`src/rtl/branch_ctrl_pkg.sv`:
```
// ---------------------------------------------------------------------------
// branch_ctrl_pkg
// Shared definitions for the EX-stage branch-resolution controller:
//   - B-type funct3 encodings (F3_BEQ .. F3_BGEU)
//   - 2-bit branch history counter values (SNT, WNT, WT, ST)
//   - controller FSM state enum (ctrl_state_e)
//   - small helpers for branch legality, outcome and counter update
// ---------------------------------------------------------------------------
package branch_ctrl_pkg;

  localparam logic [2:0] F3_BEQ  = 3'b000;
  localparam logic [2:0] F3_BNE  = 3'b001;
  localparam logic [2:0] F3_BLT  = 3'b100;
  localparam logic [2:0] F3_BGE  = 3'b101;
  localparam logic [2:0] F3_BLTU = 3'b110;
  localparam logic [2:0] F3_BGEU = 3'b111;

  localparam logic [1:0] SNT = 2'b00;
  localparam logic [1:0] WNT = 2'b01;
  localparam logic [1:0] WT  = 2'b10;
  localparam logic [1:0] ST  = 2'b11;

  typedef enum logic {
    IDLE  = 1'b0,
    FLUSH = 1'b1
  } ctrl_state_e;

  // funct3 010 and 011 are the only undefined B-type encodings
  function automatic logic br_legal(input logic [2:0] f3);
    return f3[2:1] != 2'b01;
  endfunction

  // Branch outcome from the comparator flags; lt is already signed/unsigned
  // according to funct3[1]
  function automatic logic br_taken(input logic [2:0] f3,
                                    input logic       eq,
                                    input logic       lt);
    logic t;
    case (f3)
      F3_BEQ:           t = eq;
      F3_BNE:           t = ~eq;
      F3_BLT, F3_BLTU:  t = lt;
      F3_BGE, F3_BGEU:  t = ~lt;
      default:          t = 1'b0;
    endcase
    return t;
  endfunction

  // Saturating 2-bit counter step
  function automatic logic [1:0] bht_next(input logic [1:0] cur,
                                          input logic       taken);
    logic [1:0] n;
    if (taken) n = (cur == ST)  ? ST  : cur + 2'b01;
    else       n = (cur == SNT) ? SNT : cur - 2'b01;
    return n;
  endfunction

endpackage

```
`src/rtl/branch_cmp_un.sv`:
```
// ---------------------------------------------------------------------------
// branch_cmp_un
// Combinational branch comparator.
// Ports:
//   data1, data2 : operands (rs1, rs2)
//   br_un        : 1 = unsigned less-than, 0 = signed less-than
//   br_eq        : data1 == data2
//   br_lt        : data1 < data2 under the selected signedness
// ---------------------------------------------------------------------------
module branch_cmp_un #(
  parameter int XLEN = 32
) (
  input  logic [XLEN-1:0] data1,
  input  logic [XLEN-1:0] data2,
  input  logic            br_un,
  output logic            br_eq,
  output logic            br_lt
);

  always_comb begin
    br_eq = (data1 == data2);
    if (br_un) br_lt = (data1 < data2);
    else       br_lt = ($signed(data1) < $signed(data2));
  end

endmodule

```
`src/rtl/branch_ctrl.sv`:
```
// ---------------------------------------------------------------------------
// branch_ctrl
// EX-stage branch-resolution controller. Resolves one conditional branch per
// cycle, checks it against the IF prediction, issues a PC redirect and holds
// a front-end flush on a mispredict, and owns the 2-bit branch history table
// plus the branch / mispredict performance counters.
// Ports:
//   clk, rst_n         : clock, asynchronous active-low reset
//   if_pc              : fetch PC for the BHT lookup
//   if_pred_taken      : combinational prediction, counter[1] of entry(if_pc)
//   ex_valid, ex_ready : branch handshake (accept = ex_valid & ex_ready)
//   ex_funct3, ex_pc, ex_imm, ex_rs1, ex_rs2, ex_pred_taken : branch in EX
//   redirect           : one-cycle pulse, load redirect_pc into the PC
//   redirect_pc        : corrected PC, held until the next mispredict
//   flush              : squash IF/ID, held FLUSH_CYCLES cycles
//   br_count, mis_count: saturating retired-branch / mispredict counters
// ---------------------------------------------------------------------------
module branch_ctrl
  import branch_ctrl_pkg::*;
#(
  parameter int BHT_IDX_W    = 6,
  parameter int FLUSH_CYCLES = 2,
  parameter int XLEN         = 32
) (
  input  logic            clk,
  input  logic            rst_n,
  input  logic [XLEN-1:0] if_pc,
  output logic            if_pred_taken,
  input  logic            ex_valid,
  output logic            ex_ready,
  input  logic [2:0]      ex_funct3,
  input  logic [XLEN-1:0] ex_pc,
  input  logic [XLEN-1:0] ex_imm,
  input  logic [XLEN-1:0] ex_rs1,
  input  logic [XLEN-1:0] ex_rs2,
  input  logic            ex_pred_taken,
  output logic            redirect,
  output logic [XLEN-1:0] redirect_pc,
  output logic            flush,
  output logic [31:0]     br_count,
  output logic [31:0]     mis_count
);

  localparam int BHT_N = 1 << BHT_IDX_W;
  localparam int CNT_W = (FLUSH_CYCLES > 1) ? $clog2(FLUSH_CYCLES) : 1;

  ctrl_state_e            state;
  logic [CNT_W-1:0]       flush_cnt;
  logic [1:0]             bht [BHT_N];

  logic [BHT_IDX_W-1:0]   if_idx;
  logic [BHT_IDX_W-1:0]   ex_idx;
  logic                   br_eq;
  logic                   br_lt;
  logic                   legal;
  logic                   taken;
  logic                   mispredict;
  logic                   update;
  logic [XLEN-1:0]        target;

  // The BHT index ignores the two always-zero PC bits and the upper PC bits
  logic unused_pc_bits;
  assign unused_pc_bits = ^{if_pc[XLEN-1:BHT_IDX_W+2], if_pc[1:0]};

  assign if_idx        = if_pc[BHT_IDX_W+1:2];
  assign ex_idx        = ex_pc[BHT_IDX_W+1:2];
  // Read-before-write: the lookup sees the table state before this cycle's update
  assign if_pred_taken = bht[if_idx][1];
  assign ex_ready      = (state == IDLE);

  branch_cmp_un #(.XLEN(XLEN)) u_cmp (
    .data1 (ex_rs1),
    .data2 (ex_rs2),
    .br_un (ex_funct3[1]),
    .br_eq (br_eq),
    .br_lt (br_lt)
  );

  always_comb begin
    legal      = br_legal(ex_funct3);
    taken      = br_taken(ex_funct3, br_eq, br_lt);
    mispredict = (taken != ex_pred_taken);
    update     = ex_valid & ex_ready & legal;
    target     = taken ? (ex_pc + ex_imm) : (ex_pc + XLEN'(4));
  end

  // Controller FSM; redirect and flush are registered so a mispredict accepted
  // at one edge shows up on both outputs right after that edge
  always_ff @(posedge clk or negedge rst_n) begin
    if (!rst_n) begin
      state       <= IDLE;
      flush_cnt   <= '0;
      redirect    <= 1'b0;
      redirect_pc <= '0;
      flush       <= 1'b0;
    end else begin
      case (state)
        IDLE: begin
          redirect <= 1'b0;
          flush    <= 1'b0;
          if (update && mispredict) begin
            state       <= FLUSH;
            flush_cnt   <= CNT_W'(FLUSH_CYCLES - 1);
            redirect    <= 1'b1;
            flush       <= 1'b1;
            redirect_pc <= target;
          end
        end
        FLUSH: begin
          redirect <= 1'b0;
          if (flush_cnt == '0) begin
            state <= IDLE;
            flush <= 1'b0;
          end else begin
            flush_cnt <= flush_cnt - 1'b1;
          end
        end
        default: state <= IDLE;
      endcase
    end
  end

  // Branch history table, trained by every accepted legal branch
  always_ff @(posedge clk or negedge rst_n) begin
    if (!rst_n) begin
      for (int i = 0; i < BHT_N; i++) bht[i] <= WNT;
    end else if (update) begin
      bht[ex_idx] <= bht_next(bht[ex_idx], taken);
    end
  end

  // Performance counters, both saturating at all-ones
  always_ff @(posedge clk or negedge rst_n) begin
    if (!rst_n) begin
      br_count  <= '0;
      mis_count <= '0;
    end else if (update) begin
      if (br_count != 32'hFFFF_FFFF) br_count <= br_count + 32'd1;
      if (mispredict && (mis_count != 32'hFFFF_FFFF)) mis_count <= mis_count + 32'd1;
    end
  end

endmodule

```
`config.mk`:
```
export PLATFORM = sky130hd
export DESIGN_NAME = branch_ctrl
export DESIGN_NICKNAME = d
export VERILOG_FILES = /design/src/rtl/branch_ctrl_pkg.sv /design/src/rtl/branch_cmp_un.sv /design/src/rtl/branch_ctrl.sv
export SDC_FILE = /design/constraint.sdc
export NUM_CORES = 1
export LEC_CHECK = 0
export CORE_MARGIN = 10
export CORE_UTILIZATION = 39
export CTS_BUF_LIST = sky130_fd_sc_hd__clkbuf_8
export CTS_CLUSTER_DIAMETER = 120
export DETAILED_ROUTE_END_ITERATION = 8
export PLACE_DENSITY = 0.69
export REMOVE_ABC_BUFFERS = 1
export SYNTH_ARGS = -nofsm -noshare
export SYNTH_HDL_FRONTEND = slang
export SYNTH_SLANG_ARGS = --single-unit
export TNS_END_PERCENT = 30
```
`constraint.sdc`:
```
create_clock -name clk -period 7.6 [get_ports clk]
set_input_delay 2.28 -clock clk [delete_from_list [all_inputs] [get_ports clk]]
set_output_delay 2.28 -clock clk [all_outputs]
set_load 0.01 [all_outputs]
```
==> reports/qor.yml, run 1 <==
run_status:
  status: "finished clean"
cts:
  hold_buffers: 0
  tritoncts: "done"
  h-tree-depth: 2
  cts-root-buf: "clkbuf_8"
  clock_latency_ps: 610
  cts_resized: 0
  postCtsSetupBuffers: 0
  numCtsBuffers: 42
  clockBufferDepth: 3
  clock-sinks: 228
  clk_pin_slew_ps: 60
die:
  io-pin-count: 267
  die_w_um: 213
  rows: 70
  start_util_pct: 39.6
  die_y_um: 213
  core_um2: 36700
  fp.dieArea_um2: 45400
min_path:
  hold_start: "redirect_pc[16]"
  whs_endpoint: "redirect_pc[16]"
  hold_path_depth: 2
  hold_class: "reg -> reg"
critical_path:
  startpoint_type: "input port"
  r2r_slack_ps: 4460
  critPathMaxStageDelay_ps: 550
  r2r-end: "bht[78]"
  reg2regPathDepth: 9
  end_kind: "output pin"
  path_max_fanout: 16
  crit_top_cell: "mux4_2"
  r2r-start: "bht[16]"
  worstPathCellList: "clkdlybuf4s50_1, buf_12, mux4_2, mux4_2, mux4_2, clkdlybuf4s50_1"
  crit_type: "in -> out"
  arrival_ps: 5010
  slowest_stage: "mux4_2"
  worstPathRequired_ps: 5320
placed_design:
  io_buffers: 240
  dp_hpwl_um: 32500
  dpl.cell_count: 2072
  place_congestion: 0.867
  placed_area_um2: 17400
sta:
  fmax_ghz: 0.137
  timing.final.crit_share_pct: 96.0
  worst_pin_slew_ps: 904
  grt_setup_unrepaired: "false"
  fin_skew_ps: 32.4
  finalCriticalPeriod_ps: 7290
  tns_ps: 0
  finalSetupViolations: 0
  finalMaxSlewViolations: 0
  slew-limit-headroom_pct: 39.4
  hold_viol: 0
  fin_hold_ws_ps: 479
synth:
  synth_compound_area_share_pct: 9.48
  yosys.area_share.xor_xnor_pct: 6.87
  synthTopCellsByCount: "164 x dfrtp_1, 148 x mux2_2, 136 x nand2_1"
  synthMuxAreaShare_pct: 18.5
  synthFlopType: "dfrtp_1"
  synth_enable_flop_cells: 0
  synth_simple_gate_area_share_pct: 16.0
  synth_cell_types: 73
  synth_top_family_by_area: "multiplexers"
  yosys-top-cells-area: "dfrtp_1 28%, dfstp_2 12%, mux2_2 11%, mux4_2 5.7%, ha_1 5.7%"
  synth_top_cell_by_area: "dfrtp_1"
  synth_top_cell_area_share_pct: 28.3
  syn_inst: 1406
  netlist_area_um2: 14500
  syn_avg_cell_area_um2: 10.3
  seq_area_frac_synth_pct: 39.8
  synth.most_common_cell: "dfrtp_1"
  synth_fa_ha_area_share_pct: 5.96
  yosysWarningCount: 0
  synthArstFlopShare_pct: 100
  synth-seq-cells: 228
detailed_routing:
  wl_um: 43500
  drtAntennaViolNets: 0
  dr.pass1.iters: 5
  post-route-drc-count: 0
  wl_per_cell_um: 20.2
  num_vias: 12000
  drt-initial-drc-count: 717
  drt-vias-per-instance: 5.56
global_route:
  grt_antenna_before_repair: 3
  grt-ovfl-total: 0
  grt.total_usage_pct: 19.3
  grt_first_pass_wirelength_um: 69000
  grt_pass1_vias: 12500
  grt_max_degree: 109
final_layout:
  post-route-util_pct: 50.0
  fillers: 3375
  drive_gt1_share_pct: 22.2
  final_cells: 2152
  layout.nets: 1882
  design_area_um2: 18300
  area_growth_pct: 26.2
power_and_ir_drop:
  peakVddDrop_uv: 132
  power.leakage_uw: 0.00795
  power.density_nw_per_um2: 208
run:
  maxCapViolations: 0
kinds of logic (layout without fill, tap and decap cells):
group | after synthesis | in the layout
DFF | 228 | 228
and+or+nand+nor | 454 | 454
adders and majority gates | 69 | 69
buffers and inverters | 121 | 397
AOI/OAI and AO/OA | 217 | 217
xor gates and xnor gates | 114 | 114
other | 0 | 2
muxes | 203 | 203
report_power, final:
group          switching [uW]  internal, uW
Combinational             508           520
Clock                     572           687
Sequential                122          1410
per-layer routing:
layer  up-vias  global-route usage, %  routed length [um]  share of wire, %
met1      5885                   22.2               17200                40
met3        85                   7.07                4040               9.3
met5         -                      0                  15             0.034
li1       5592                      -                   -                 -
met4         2                   7.31                1220               2.8
met2       399                   32.2               21000                48
per-stage QoR:
step	total power (uW)	worst slack (ps)
after global placement	2570	310
after detailed placement	2590	316
after floorplan	2020	684
after CTS	3870	302
final	3820	305
after global routing	4030	260
layout by cell type, fill, tap and decap left out, types with 14 or more instances in the layout:
master,Yosys,layout
clkdlybuf4s50_1,0,236
dfrtp_1,164,164
mux2_2,148,148
nand2_1,136,136
nor2_1,103,103
inv_1,55,66
ha_1,66,66
a21oi_1,64,64
xnor2_1,64,64
dfstp_2,64,64
o21ai_0,58,58
clkbuf_8,0,58
nand3_1,51,51
xor2_1,50,50
mux4_2,37,37
and3_1,29,29
nand4_1,24,24
buf_4,0,22
mux2i_1,18,18
nor3_1,17,16
a22oi_1,14,14
layout make-up:
type / count / area [um2] / share of cell area, %
sequential: 228 / 5790 / 31.6
clock buffer: 58 / 798 / 4.35
inverter: 56 / 210 / 1.15
antenna: 2 / 5.00 / 0.0273
multi-input combinational: 1057 / 8260 / 45.1
timing repair buffer: 263 / 2580 / 14.1
clock inverter: 20 / 110 / 0.600
tap: 468 / 586 / 3.19
how the worst max path moves through the flow:
| stage | from | to | slack (ps) | cells past startpoint |
|---|---|---|---|---|
| 6_report | if_pc[2] | if_pred_taken | 310 | 6 |
| 5_1_grt | if_pc[2] | if_pred_taken | 260 | 6 |
| 4_1_cts | if_pc[2] | if_pred_taken | 300 | 6 |
| 3_5_place_dp | if_pc[2] | if_pred_taken | 320 | 6 |
| 3_3_place_gp | if_pc[2] | if_pred_taken | 310 | 6 |
| 2_1_floorplan | ex_rs2[30] | mis_count[12] | 680 | 12 |
sequential cells by signal, summed over array words and instances (netlist names):
name	cells
flush_cnt	1
mis_count	32
bht	128
redirect_pc	32
redirect	1
flush	1
br_count	32
state	1
critical path: cells and delay by family:
kind,cells,cell delay (ps)
buffers and inverters,3,1190
muxes,3,1530
Note: power is estimated with default switching activity, not from simulation.
==> run 2, diff against run 1 <==
PLACE_DENSITY = 0.7   (was 0.69)
SLEW_MARGIN = 10   (was unset)
SYNTH_HIERARCHICAL = 1   (was unset)
==> run 2 against run 1 <==
Effect of this change: hold slack got worse by 17 ps; critical path depth stayed put; clock skew is 3.4 ps lower; area after synthesis fell by 3.5%; wire length increased by 2.8%; combinational power is 7% higher; critical endpoint unchanged; critical path type unchanged; largest cell class unchanged; sequential power rose by 7%; cell count is 5.1% higher; fmax fell by 1.0%; sequential cell count unchanged; power grew 5.1%.
==> reports/qor.yml, run 2 <==
sta:
  grt_setup_unrepaired: "false"  # unchanged
  fin_skew_ps: 28.9  # was 32.4 ps
  finalMaxSlewViolations: 0  # unchanged
  hold_viol: 0  # unchanged
  timing.final.crit_share_pct: 97.0  # was 96.0%
  finalSetupViolations: 0  # unchanged
  slew-limit-headroom_pct: 30.8  # was 39.4%
  tns_ps: 0  # unchanged
  fin_ws_ps: 231  # was 305 ps
  worst_pin_slew_ps: 1030  # was 904 ps
  finalCriticalPeriod_ps: 7370  # was 7290 ps
  fin_hold_ws_ps: 462  # was 479 ps
  fmax_ghz: 0.136  # was 0.137 GHz
detailed_routing:
  num_vias: 12500  # was 12000
  met2_wirelength_um: 20800  # was 21000 um
  dr.pass1.iters: 5  # unchanged
  drtAntennaViolNets: 0  # unchanged
  highest_layer: "met5"  # unchanged
  wl_met1_um: 18500  # was 17200 um
  drt-initial-drc-count: 790  # was 717
  wl_um: 44700  # was 43500 um
  post-route-drc-count: 0  # unchanged
  route.met3.wl_um: 3910  # was 4040 um
  wl_per_cell_um: 19.8  # was 20.2 um
  drt-vias-per-instance: 5.54  # was 5.56
min_path:
  whs_endpoint: "bht[40]"  # was redirect_pc[16]
  hold_class: "reg -> reg"  # unchanged
  hold_start: "bht[40]"  # was redirect_pc[16]
  hold_path_depth: 2  # unchanged
critical_path:
  startpoint_type: "input port"  # unchanged
  worstPathCellList: "clkdlybuf4s50_1, buf_12, mux4_2, mux4_2, mux4_2, clkdlybuf4s50_1"  # unchanged
  path_max_fanout: 16  # unchanged
  crit_top_cell: "mux4_2"  # unchanged
  slowest_stage: "mux4_2"  # unchanged
  r2r-start: "bht[21]"  # was bht[16]
  worstPathRequired_ps: 5320  # about the same
  arrival_ps: 5090  # was 5010 ps
  crit_type: "in -> out"  # unchanged
  end_kind: "output pin"  # unchanged
  r2r_slack_ps: 4330  # was 4460 ps
  critPathMaxStageDelay_ps: 560  # was 550 ps
  reg2regPathDepth: 9  # unchanged
  r2r-end: "bht[10]"  # was bht[78]
global_route:
  grt_max_degree: 129  # was 109
  grt_first_pass_wirelength_um: 70800  # was 69000 um
  grt-ovfl-total: 0  # unchanged
  grt.total_usage_pct: 19.9  # was 19.3%
  grt_antenna_before_repair: 4  # was 3
  grt_pass1_vias: 13100  # was 12500
cts:
  clockBufferDepth: 3  # unchanged
  h-tree-depth: 2  # unchanged
  cts-root-buf: "clkbuf_8"  # unchanged
  postCtsSetupBuffers: 0  # unchanged
  tritoncts: "done"  # unchanged
  cts_resized: 0  # unchanged
  clk_pin_slew_ps: 50  # was 60 ps
  numCtsBuffers: 43  # was 42
  hold_buffers: 0  # unchanged
  clock-sinks: 228  # unchanged
  clock_latency_ps: 600  # was 610 ps
synth:
  synth.most_common_cell: "nand2_1"  # was dfrtp_1
  synth-seq-cells: 228  # unchanged
  synth_top_cell_by_area: "dfrtp_1"  # unchanged
  synth_top_cell_area_share_pct: 29.3  # was 28.3%
  syn_avg_cell_area_um2: 9.20  # was 10.3 um2
  yosysWarningCount: 6  # was 0
  synth_cell_types: 73  # unchanged
  netlist_area_um2: 14000  # was 14500 um2
  synthArstFlopShare_pct: 100  # unchanged
  seq_area_frac_synth_pct: 41.3  # was 39.8%
  synth_enable_flop_cells: 0  # unchanged
  synthTopCellsByCount: "249 x nand2_1, 164 x dfrtp_1, 127 x o21ai_0"  # was 164 x dfrtp_1, 148 x mux2_2, 136 x nand2_1
  syn_inst: 1524  # was 1406
  yosys-top-cells-area: "dfrtp_1 29%, dfstp_2 12%, nand2_1 6.7%, ha_1 5.9%, mux4_2 5.8%"  # was dfrtp_1 28%, dfstp_2 12%, mux2_2 11%, mux4_2 5.7%, ha_1 5.7%
  synthFlopType: "dfrtp_1"  # unchanged
power_and_ir_drop:
  peakVddDrop_uv: 171  # was 132 uV
  power.leakage_uw: 0.00744  # was 0.00795 uW
  power.density_nw_per_um2: 225  # was 208 nW/um2
final_layout:
  post-route-util_pct: 50.3  # was 50.0%
  top_register: "bht"  # unchanged
  layout.nets: 1999  # was 1882
  fillers: 3279  # was 3375
  drive_gt1_share_pct: 11.8  # was 22.2%
  largest_register_ffs: 128  # unchanged
  area_growth_pct: 27.4  # was 26.2%
  mostFrequentLayoutCell: "nand2_1"  # was clkdlybuf4s50_1
  final_cell_mix: "249 x nand2_1, 237 x clkdlybuf4s50_1, 164 x dfrtp_1, 127 x o21ai_0, 111 x nor2_1"  # was 236 x clkdlybuf4s50_1, 164 x dfrtp_1, 148 x mux2_2, 136 x nand2_1, 103 x nor2_1
die:
  fp.dieArea_um2: 43900  # was 45400 um2
  rows: 69  # was 70
  start_util_pct: 39.5  # was 39.6%
  io-pin-count: 267  # unchanged
  die_w_um: 210  # was 213 um
  core_um2: 35500  # was 36700 um2
  die_y_um: 210  # was 213 um
placed_design:
  place_congestion: 0.928  # was 0.867
  io_buffers: 240  # unchanged
  dp_hpwl_um: 33000  # was 32500 um
  pre_cts_ws_ps: 259  # was 316 ps
run_status:
  status: "finished clean"  # unchanged
run:
  maxCapViolations: 0  # unchanged
run 2: cell count changes in the layout (fill, tap and decap cells not counted), moves of 13 or more:
cell	change
nand2_1	+113
o21ai_1	+16
o21ai_0	+69
a21oi_1	+35
nand3_1	+15
mux2_2	-142
and3_1	-13
run 2: cells by family after synthesis:
family | count (synthesis) | share of synthesized area [%]
AOI/OAI and AO/OA | 360 | 15.4
adders and majority gates | 68 | 6.11
buffers and inverters | 116 | 3.36
and+or+nand+nor | 576 | 19.1
DFF | 228 | 41.3
muxes | 61 | 7.62
xor gates and xnor gates | 115 | 7.18
run 2: power breakdown:
| group | total, uW | leakage, uW | switching, uW | internal, uW |
|---|---|---|---|---|
| registers | 1630 | 0.00283 | 164 | 1460 |
| clock network | 1280 | 0.000533 | 553 | 725 |
| logic | 1100 | 0.00408 | 567 | 538 |
| total | 4010 | 0.00744 | 1280 | 2730 |
run 2: how the worst max path moves through the flow:
stage | startpoint | endpoint | depth (start not counted)
after floorplan | ex_rs2[25] | redirect_pc[16] | 15
after global placement | if_pc[2] | if_pred_taken | 6
after detailed placement | if_pc[2] | if_pred_taken | 6
after CTS | if_pc[2] | if_pred_taken | 6
after global routing | if_pc[2] | if_pred_taken | 6
final | if_pc[2] | if_pred_taken | 6
run 2: critical path, delay by kind of cell:
kind	cells	cell delay, ps
buffers and inverters	3	1190
muxes	3	1590
run 2: layer usage:
metal	global-route usage, %	up-vias
li1	-	5942
met1	23.9	6040
met2	32.2	440
met3	6.68	105
met4	8.09	6
met5	0	-
run 2: cell type report:
class | count | area [um2] | share of cell area (%)
multi-input combinational | 1180 | 7790 | 43.6
sequential | 228 | 5790 | 32.4
timing repair buffer | 257 | 2560 | 14.4
clock buffer | 59 | 812 | 4.55
tap | 461 | 577 | 3.23
inverter | 55 | 206 | 1.16
clock inverter | 20 | 115 | 0.645
antenna | 1 | 2.50 | 0.0140
run 2: through the flow:
| stage | cells | instance area (um2) | total power (uW) |
|---|---|---|---|
| 4_1_cts | 2260 | 17900 | 4060 |
| 3_3_place_gp | 2181 | 16900 | 2720 |
| 5_1_grt | 2260 | 17900 | 4240 |
| 3_5_place_dp | 2181 | 16900 | 2750 |
| 6_report | 2261 | 17900 | 4010 |
| 2_1_floorplan | 1463 | 13800 | 2150 |
